`src/rtl/button_event_gen_pkg.sv`:
```
// Shared definitions for the button event generator: FSM state encoding and
// default tick counts for a 5 kHz clock.
package btn_pkg;

  typedef enum logic [1:0] {
    ARM     = 2'd0,
    IDLE    = 2'd1,
    PRESSED = 2'd2,
    HELD    = 2'd3
  } btn_state_t;

  localparam int HOLD_TICKS_DEF   = 2500;  // 0.5 s at 5 kHz
  localparam int REPEAT_TICKS_DEF = 500;   // 100 ms at 5 kHz

endpackage

```
`src/rtl/button_event_gen_if.sv`:
```
// Debounced button level in, event strobes and held level out.
interface button_event_gen_if;

  logic debounced_button;
  logic press_pulse;
  logic release_pulse;
  logic hold_pulse;
  logic repeat_pulse;
  logic held;

  modport master (
    output debounced_button,
    input  press_pulse, release_pulse, hold_pulse, repeat_pulse, held
  );

  modport slave (
    input  debounced_button,
    output press_pulse, release_pulse, hold_pulse, repeat_pulse, held
  );

endinterface

```
`src/rtl/button_event_gen.sv`:
```
// Turns a debounced button level into one-cycle press/release/hold/repeat
// strobes plus a held level; all outputs registered.
module button_event_gen
  import btn_pkg::*;
#(
  parameter int HOLD_TICKS   = HOLD_TICKS_DEF,
  parameter int REPEAT_TICKS = REPEAT_TICKS_DEF,
  parameter int CNT_W        = 16
) (
  input  logic               clk,
  input  logic               reset,
  button_event_gen_if.slave  bus
);

  localparam logic [CNT_W-1:0] HOLD_LAST   = CNT_W'(HOLD_TICKS - 1);
  localparam logic [CNT_W-1:0] REPEAT_LAST =
    CNT_W'((REPEAT_TICKS == 0) ? 0 : REPEAT_TICKS - 1);
  localparam bit               REPEAT_EN   = (REPEAT_TICKS != 0);

  btn_state_t       r_state;
  logic [CNT_W-1:0] r_cnt;
  logic             r_press;
  logic             r_release;
  logic             r_hold;
  logic             r_repeat;
  logic             r_held;
  logic             w_btn;

  assign w_btn = bus.debounced_button;

  assign bus.press_pulse   = r_press;
  assign bus.release_pulse = r_release;
  assign bus.hold_pulse    = r_hold;
  assign bus.repeat_pulse  = r_repeat;
  assign bus.held          = r_held;

  // NOTE: sequential state uses non-blocking (<=) assignments only; reset is
  // sampled on the clock edge, so it sits first inside the clocked block.
  always_ff @(posedge clk) begin
    if (reset) begin
      r_state   <= ARM;
      r_cnt     <= '0;
      r_press   <= 1'b0;
      r_release <= 1'b0;
      r_hold    <= 1'b0;
      r_repeat  <= 1'b0;
      r_held    <= 1'b0;
    end else begin
      r_press   <= 1'b0;
      r_release <= 1'b0;
      r_hold    <= 1'b0;
      r_repeat  <= 1'b0;

      case (r_state)
        // A button still down from before reset must be let go first.
        ARM: begin
          r_cnt <= '0;
          if (!w_btn) r_state <= IDLE;
        end

        IDLE: begin
          r_cnt <= '0;
          if (w_btn) begin
            r_state <= PRESSED;
            r_press <= 1'b1;
          end
        end

        // Release is tested first so it wins over a same-cycle terminal count.
        PRESSED: begin
          if (!w_btn) begin
            r_state   <= IDLE;
            r_cnt     <= '0;
            r_release <= 1'b1;
          end else if (r_cnt == HOLD_LAST) begin
            r_state <= HELD;
            r_cnt   <= '0;
            r_hold  <= 1'b1;
            r_held  <= 1'b1;
          end else begin
            r_cnt <= r_cnt + 1'b1;
          end
        end

        HELD: begin
          if (!w_btn) begin
            r_state   <= IDLE;
            r_cnt     <= '0;
            r_release <= 1'b1;
            r_held    <= 1'b0;
          end else if (REPEAT_EN && r_cnt == REPEAT_LAST) begin
            r_cnt    <= '0;
            r_repeat <= 1'b1;
          end else if (REPEAT_EN) begin
            r_cnt <= r_cnt + 1'b1;
          end
        end

        default: begin
          r_state <= ARM;
          r_cnt   <= '0;
          r_held  <= 1'b0;
        end
      endcase
    end
  end

endmodule
```
`src/flat_wrapper.sv`:
```
// flat-port wrapper written by rule: the top's interface ports become plain ports
module button_event_gen_flat import btn_pkg::*;
#(
  parameter int HOLD_TICKS   = HOLD_TICKS_DEF,
  parameter int REPEAT_TICKS = REPEAT_TICKS_DEF,
  parameter int CNT_W        = 16
)
  (clk, reset, bus_debounced_button, bus_press_pulse, bus_release_pulse, bus_hold_pulse, bus_repeat_pulse, bus_held);
  button_event_gen_if bus_i ();
  input  logic clk;
  input  logic reset;
  input wire logic [$bits(bus_i.debounced_button)-1:0] bus_debounced_button;
  output wire logic [$bits(bus_i.press_pulse)-1:0] bus_press_pulse;
  output wire logic [$bits(bus_i.release_pulse)-1:0] bus_release_pulse;
  output wire logic [$bits(bus_i.hold_pulse)-1:0] bus_hold_pulse;
  output wire logic [$bits(bus_i.repeat_pulse)-1:0] bus_repeat_pulse;
  output wire logic [$bits(bus_i.held)-1:0] bus_held;
  assign bus_i.debounced_button = bus_debounced_button;
  assign bus_press_pulse = bus_i.press_pulse;
  assign bus_release_pulse = bus_i.release_pulse;
  assign bus_hold_pulse = bus_i.hold_pulse;
  assign bus_repeat_pulse = bus_i.repeat_pulse;
  assign bus_held = bus_i.held;
  button_event_gen #(.HOLD_TICKS(HOLD_TICKS), .REPEAT_TICKS(REPEAT_TICKS), .CNT_W(CNT_W)) u_core (.clk(clk), .reset(reset), .bus(bus_i));
endmodule
```
`config.mk`:
```
export PLATFORM = sky130hd
export DESIGN_NAME = button_event_gen_flat
export DESIGN_NICKNAME = d
export VERILOG_FILES = /design/src/rtl/button_event_gen_pkg.sv /design/src/rtl/button_event_gen_if.sv /design/src/rtl/button_event_gen.sv /design/src/flat_wrapper.sv
export SDC_FILE = /design/constraint.sdc
export NUM_CORES = 1
export LEC_CHECK = 0
export BUFFER_PORTS_ARGS = -buffer_cell sky130_fd_sc_hd__buf_2
export CAP_MARGIN = 0
export CORE_ASPECT_RATIO = 1.25
export CORE_MARGIN = 10
export CORE_UTILIZATION = 51
export DETAILED_ROUTE_END_ITERATION = 12
export PLACE_DENSITY = 0.75
export SLEW_MARGIN = 10
export SYNTH_ARGS = -nofsm -noshare
export SYNTH_HDL_FRONTEND = slang
export SYNTH_SLANG_ARGS = --single-unit
```
`constraint.sdc`:
```
create_clock -name clk -period 1.9 [get_ports clk]
set_input_delay 0 -clock clk [delete_from_list [all_inputs] [get_ports clk]]
set_output_delay 0 -clock clk [all_outputs]
set_load 0.02 [all_outputs]
```
==> metrics.md, run 1 <==
| Metric | Value |
|---|---|
| Peak VDD IR | `0.409 mV` |
| Cell family with most CP delay | `simple AND/OR/NAND/NOR gates` |
| CTS max path bufs | `2` |
| Clock root buffer | `clkbuf_4` |
| Final WS setup | `0.0173 ns` |
| Pwr/cell area | `roughly 760 nW/µm²` |
| Met3 usage | `0.0286` |
| Crit end category | `flop` |
| 1st-iter DRT viols | `15` |
| Synth unique cells | `32` |
| Initial antenna violation count | `0` |
| Drt pass-1 iters | `4` |
| Synth-to-layout area growth | `21.4%` |
| Core footprint | `1980 µm²` |
| CP max FO | `4` |
| Final Util | `0.645` |
| Lkg Pwr | `about 0.46 nW` |
| Worst slack, placed | `-0.00836 ns` |
| Mapped Cells | `approximately 120` |
| CP Data Required Time | `between 2 and 2.5 ns` |
| Vias post-DR | `930` |
| Starting density of the core | `0.532` |
| Hpwl dp | `between 1.5 and 2 mm` |
| Post-synth EDFFs | `0` |
| HP Class | `in2reg` |
| DRC | `0` |
| GRT Util Overall | `0.105` |
| Cts bufs inserted | `3` |
| Post-synthesis average cell area | `9.00 µm²` |
| Top FF cell, synth | `dfxtp_1` |
| Final wirelength | `between 2 and 2.5 mm` |
| First-pass GRT wire length | `approximately 3.6 mm` |
| Clock skew | `a little over 0.0007 ns` |
| Measured slew at the worst slew-check pin | `between 0.3 and 0.4 ns` |
| WL per Instance | `~13 µm` |
| Crit path time final | `~1.9 ns` |
| Vias in the first global route | `895` |
| Buf+Inv Stages, Crit Path | `0` |
| Die H | `between 70 and 80 µm` |
| Largest net degree at the start of global routing | `13` |
| Antenna diodes | `0` |
| Die area | `between 4000 and 5000 µm²` |
| Rows | `18` |
| Design Area, Final | `about 1300 µm²` |
| Most frequent cells in the layout | `dfxtp_1, nor2_1, buf_4` |
| Clock sinks | `23` |
| Clock Latency Late Sink | `~0.3 ns` |
| Syn_nets | `between 100 and 150` |
| Nets | `152` |
| Fillers | `around 180` |
| Post-synthesis sequential area ratio | `0.437` |
| Number of synthesized register bits | `23` |
| Status | `finished, final reports clean` |
| Most common cell after layout, fill and taps aside | `dfxtp_1` |
| GPL Wtd Cong | `approximately 0.8` |
| Critical path's largest stage delay | `approximately 0.54 ns` |
| TritonCTS clock tree | `yes` |
| Overflow after GRT | `0` |
| Final Cycle Share | `0.991` |
| CP dominant cell by count | `or4_4` |
| RSZ-0062 raised after global routing | `true` |
| Cell Area, Synth | `~1100 µm²` |
| M1 GR Usage | `0.113` |
| Max Clock Freq | `between 0.5 and 0.6 GHz` |
| Async set-or-reset flop fraction in the synthesized netlist | `0` |
| Final Hold Viols | `0` |
| Max-slew violations | `0` |
| Die X | `roughly 61 µm` |
| Crit path cell chain | `or4_4 > or4_4 > a2111o_1 > o21ai_2` |
| Worst hold margin | `about 0.035 ns` |
| Synth warn | `0` |
| GRT busiest layer | `met2` |
| Met2 Usage GRT | `0.186` |
| # port buffers | `7` |
| Share of layout cells above drive strength 1 | `0.250` |
| Startpoint types | `flop` |
| Io pins | `8` |
| Routed Antenna Nets | `0` |
| CTS clk-pin slew, worst paths | `between 0.1 and 0.15 ns` |
| # setup viols final | `0` |
| Cell Area, Placed | `roughly 1200 µm²` |
| Worst Setup Path Type | `reg2reg` |
| Avg Vias per Cell | `between 5 and 6` |
| CTS H-Tree Depth | `1` |
| CP max-delay cell | `or4_4` |
| Rel. slew slack | `0.740` |
| Total of max-cap violations | `0` |
| Crit path arrival time | `around 2.1 ns` |
==> power by group <==
| part | leakage [nW] | total [W] | internal (W) | switching [W] |
|---|---|---|---|---|
| combinational | 0.259 | 0.000218 | 0.0000980 | 0.000120 |
| sequential | 0.189 | 0.000526 | 0.000506 | 0.0000203 |
| clock | 0.0150 | 0.000223 | 0.0000819 | 0.000142 |
| total | 0.463 | 0.000968 | 0.000686 | 0.000282 |
==> synthesized netlist by cell type, types with 2 or more instances <==
library cell	instances	area share
nor2b_1	3	0.018
nor4_1	4	0.024
nand3_1	4	0.019
ha_1	4	0.048
xnor2_1	8	0.067
nand4_1	5	0.030
a21oi_1	4	0.019
dfxtp_1	23	0.44
o21ai_0	4	0.019
nor2_1	16	0.057
nand2_1	8	0.029
inv_1	6	0.021
nor3_1	4	0.019
xor2_1	4	0.033
or3_1	2	0.012
or4_4	2	0.021
==> worst paths after layout <==
| check | start | end | slack (ns) | cells past startpoint |
|---|---|---|---|---|
| min reg2reg | u_core.r_cnt[15]$_SDFF_PP0_ | u_core.r_cnt[15]$_SDFF_PP0_ | 0.50 | 2 |
| max | u_core.r_cnt[14]$_SDFF_PP0_ | u_core.r_state[1]$_SDFFE_PP0P_ | 0.02 | 4 |
| max reg2reg | u_core.r_cnt[14]$_SDFF_PP0_ | u_core.r_state[1]$_SDFFE_PP0P_ | 0.02 | 4 |
| min | bus_debounced_button | u_core.bus.held$_SDFFE_PP0P_ | 0.04 | 3 |
==> state kept, by name (all words and copies together) (netlist names) <==
signal	flops
u_core.r_cnt	16
u_core.r_state	2
u_core.bus.held	1
u_core.bus.hold_pulse	1
u_core.bus.press_pulse	1
u_core.bus.release_pulse	1
u_core.bus.repeat_pulse	1
==> cell families (layout without fill, tap and decap cells) <==
| logic type | after synthesis | count (layout) | share of synthesized area |
|---|---|---|---|
| compound gates | 15 | 15 | 0.0974 |
| xor+xnor | 12 | 12 | 0.0998 |
| fa+ha+maj | 4 | 4 | 0.0475 |
| buf+inv | 7 | 34 | 0.0261 |
| flops | 23 | 23 | 0.437 |
| simple gates | 56 | 56 | 0.292 |
==> metal layers <==
metal  part of all wire  up-vias
met5                  0        -
met4              0.015        0
met3              0.047        4
met2               0.53       13
met1               0.41      443
li1                   -      470
==> worst min-delay path: stages <==
cell	delay, ns
buf_2	0.15
nand4_1	0.09
a21oi_1	0.06
==> through the flow <==
| step | power, W | TNS [ns] | instances |
|---|---|---|---|
| 4_1_cts | 0.000978 | 0 | 164 |
| 5_1_grt | 0.00103 | -0.0226 | 164 |
| 3_3_place_gp | 0.000739 | 0 | 157 |
| 6_report | 0.000968 | 0 | 164 |
| 3_5_place_dp | 0.000750 | -0.00836 | 157 |
| 2_1_floorplan | 0.000693 | 0 | 117 |
==> layout make-up <==
cell class	instances	area, µm²	share of cell area
multi-input combinational	87	568	0.444
sequential	23	469	0.367
timing repair buffer	24	168	0.131
clock buffer	4	26.3	0.0205
tap	20	25.0	0.0196
inverter	6	22.5	0.0176
==> timing repair <==
| item | in CTS | in global routing |
|---|---|---|
| gates resized for setup | 5 | 2 |
| buffers inserted | 1 | 0 |
| hold endpoints to repair | 3 | 0 |
| hold buffers | 2 | 0 |
| cloned | 0 | 0 |
| pin swaps | 1 | 1 |
| setup endpoints to repair | 1 | 2 |
(Power assumes the default switching activity.)
==> run 2, diff against run 1 <==
--- a/config.mk
+++ b/config.mk
@@ -5,13 +5,14 @@
 export SDC_FILE = /design/constraint.sdc
 export NUM_CORES = 1
 export LEC_CHECK = 0
+export ABC_AREA = 1
 export BUFFER_PORTS_ARGS = -buffer_cell sky130_fd_sc_hd__buf_2
 export CAP_MARGIN = 0
 export CORE_ASPECT_RATIO = 1.25
 export CORE_MARGIN = 10
-export CORE_UTILIZATION = 51
+export CORE_UTILIZATION = 53
 export DETAILED_ROUTE_END_ITERATION = 12
-export PLACE_DENSITY = 0.75
+export PLACE_DENSITY = 0.77
 export SLEW_MARGIN = 10
 export SYNTH_ARGS = -nofsm -noshare
 export SYNTH_HDL_FRONTEND = slang
==> run 2 against run 1 <==
Effect of this change:
- final area rose by 5.6%
- critical path depth is 4 higher
- die area grew 9.7%
- largest cell class unchanged
- largest power group unchanged
==> metrics.md, run 2 <==
| Metric | Value |
|---|---|
| Status | `finished, final reports clean` |
| R2r setup slk | `between 0.2 and 0.3 ns` |
| RSZ-0062 raised after global routing | `false` |
| Largest net degree at the start of global routing | `16` |
| Clock skew | `roughly 0.0041 ns` |
| Synth-to-layout area growth | `8.01%` |
| CTS H-Tree Depth | `1` |
| Async set-or-reset flop fraction in the synthesized netlist | `0` |
| # setup viols final | `0` |
| Synth warn | `0` |
| CTS max path bufs | `2` |
| # port buffers | `7` |
| Core footprint | `between 2000 and 2500 µm²` |
| Cell family with most CP delay | `simple AND/OR/NAND/NOR gates` |
| CTS clk-pin slew, worst paths | `0.13 ns` |
| Vias post-DR | `around 1100` |
| Share of layout cells above drive strength 1 | `0.194` |
| Worst r2r src | `u_core.r_cnt[0]$_SDFF_PP0_` |
| Crit path cell chain | `ha_1 > nand3_1 > nor2_2 > inv_2 > nor2_2 > nand3_1 > xor2_1 > nor2_4` |
| Die H | `approximately 74 µm` |
| Reg2reg path depth | `8` |
| Io pins | `8` |
| Cell Area, Synth | `approximately 1200 µm²` |
| Critical path's largest stage delay | `roughly 0.4 ns` |
| Number of synthesized register bits | `23` |
| Leading area contributor after synthesis | `dfxtp_1` |
| Clock sinks | `23` |
| Total of max-cap violations | `0` |
| Most frequent cell after synthesis | `nand2_1` |
| Antenna diodes | `0` |
| Setup bufs post-CTS | `0` |
| Worst Setup Path Type | `reg2reg` |
| WL per Instance | `between 10 and 15 µm` |
| Post-synth EDFFs | `0` |
| Top FF cell, synth | `dfxtp_1` |
| First-pass GRT wire length | `between 4 and 5 mm` |
| Final wirelength | `~2.6 mm` |
| CP Data Required Time | `about 2.1 ns` |
| Post-synthesis sequential area ratio | `0.368` |
| Rel. slew slack | `0.734` |
| Starting density of the core | `0.559` |
| HP Class | `reg2reg` |
| Number of flip-flops under the largest register name | `16` |
| Peak VDD IR | `between 0.3 and 0.4 mV` |
| Post-synthesis average cell area | `around 7 µm²` |
| Lkg Pwr | `0.508 nW` |
| Post-synth top area share | `0.368` |
| Crit path capture | `u_core.r_cnt[14]$_SDFF_PP0_` |
| Crit path time final | `~1.6 ns` |
| Fillers | `236` |
| Overflow after GRT | `0` |
| DRC | `0` |
| Top post-synthesis cells by count | `nand2_1, inv_1, dfxtp_1` |
| Crit path arrival time | `1.84 ns` |
| Crit end category | `flop` |
| Final Cycle Share | `0.861` |
| CP max FO | `5` |
| Initial antenna violation count | `0` |
| Clock Latency Late Sink | `around 0.30 ns` |
| Routed Antenna Nets | `0` |
| Clock root buffer | `clkbuf_4` |
| Vias in the first global route | `1117` |
| Total power | `0.00101 W` |
| Rows | `19` |
| Critical path depth in cells | `8` |
| Synth unique cells | `24` |
| CP max-delay cell | `dfxtp_1` |
| GPL Wtd Cong | `0.895` |
| Fin Setup TNS | `0 ns` |
| Die X | `63.4 µm` |
| Drt pass-1 iters | `4` |
| Regs by FF count | `u_core.r_cnt x16, u_core.r_state x2` |
| Most common cell after layout, fill and taps aside | `nand2_1` |
| GRT Util Overall | `0.118` |
| Cts bufs inserted | `3` |
| Buf+Inv Stages, Crit Path | `1` |
| Most frequent cells in the layout | `nand2_1, inv_1, dfxtp_1` |
| Final Hold Viols | `0` |
| Nets | `194` |
| Pwr/cell area | `approximately 750 nW/µm²` |
| 1st-iter DRT viols | `52` |
| Avg Vias per Cell | `just over 5` |
| TritonCTS clock tree | `yes` |
| Max-slew violations | `0` |
| Die area | `about 4700 µm²` |
| Syn_nets | `181` |
| Mapped Cells | `around 170` |
| CP startpoint | `u_core.r_cnt[0]$_SDFF_PP0_` |
| Measured slew at the worst slew-check pin | `0.400 ns` |
| Reg-to-Reg End | `u_core.r_cnt[14]$_SDFF_PP0_` |
| Hpwl dp | `about 2.0 mm` |
| Top cells by area, synth | `dfxtp_1, nand2_1, inv_1` |
| Largest Register | `u_core.r_cnt` |
| Max Clock Freq | `about 0.61 GHz` |
| Startpoint types | `flop` |
==> run 2: area by class of cell <==
class	count	area (µm²)	share of cell area
repair buffers	9	55.1	0.0408
multi-input cells	120	657	0.487
clock buffers	4	26.3	0.0195
well taps	31	38.8	0.0287
inverters	30	113	0.0834
flip-flops and latches	23	460	0.341
==> run 2: per-layer routing <==
layer,global-route usage,part of all wire
met5,0,0
met4,0.0487,0.015
met3,0.0255,0.045
met2,0.230,0.52
met1,0.119,0.42
==> run 2: power breakdown <==
part           switching (W)  internal [W]
Sequential         0.0000230      0.000513
Clock               0.000143     0.0000817
Combinational       0.000162     0.0000910
==> run 2: per-stage QoR <==
step                utilization  area (µm²)  hold WS, ns  std cells  setup WS [ns]
floorplan                     -        1250       0.0691        174          0.490
CTS                       0.604        1350        0.447        217          0.254
detailed placement        0.583        1300        0.243        211          0.287
global placement          0.583        1300        0.244        211          0.301
global route              0.604        1350        0.477        217         0.0931
finish                    0.604        1350        0.458        217          0.265
==> run 2: logic make-up after synthesis <==
kind of cell,synth area share
XOR/XNOR,0.0350
flip-flops,0.368
adder cells (fa/ha/maj),0.0400
AO/OA/AOI/OAI,0.0551
AND/OR/NAND/NOR,0.395
buffers and inverters,0.106
==> run 2: how the worst min path moves through the flow <==
stage                                 startpoint                                  end  cells after the start
floorplan                                  reset       u_core.r_state[1]$_SDFFE_PP0P_                      1
detailed placement                         reset       u_core.r_state[1]$_SDFFE_PP0P_                      2
global placement                           reset       u_core.r_state[1]$_SDFFE_PP0P_                      2
finish              u_core.bus.held$_SDFFE_PP0P_         u_core.bus.held$_SDFFE_PP0P_                      2
global route                bus_debounced_button  u_core.bus.release_pulse$_SDFF_PP0_                      3
CTS                                        reset       u_core.r_state[1]$_SDFFE_PP0P_                      3
==> run 2: repair_timing <==
item,in CTS,in global routing
hold buffers,2,0
resized for setup,0,0
endpoints found under the hold margin,5,0
==> run 2: worst register-to-register path, stage by stage (launching register included) <==
cell and delay [ns]:
dfxtp_1 0.40, ha_1 0.23, nand3_1 0.15, nor2_2 0.18, inv_2 0.08, nor2_2 0.12, nand3_1 0.10, xor2_1 0.24
nor2_4 0.04
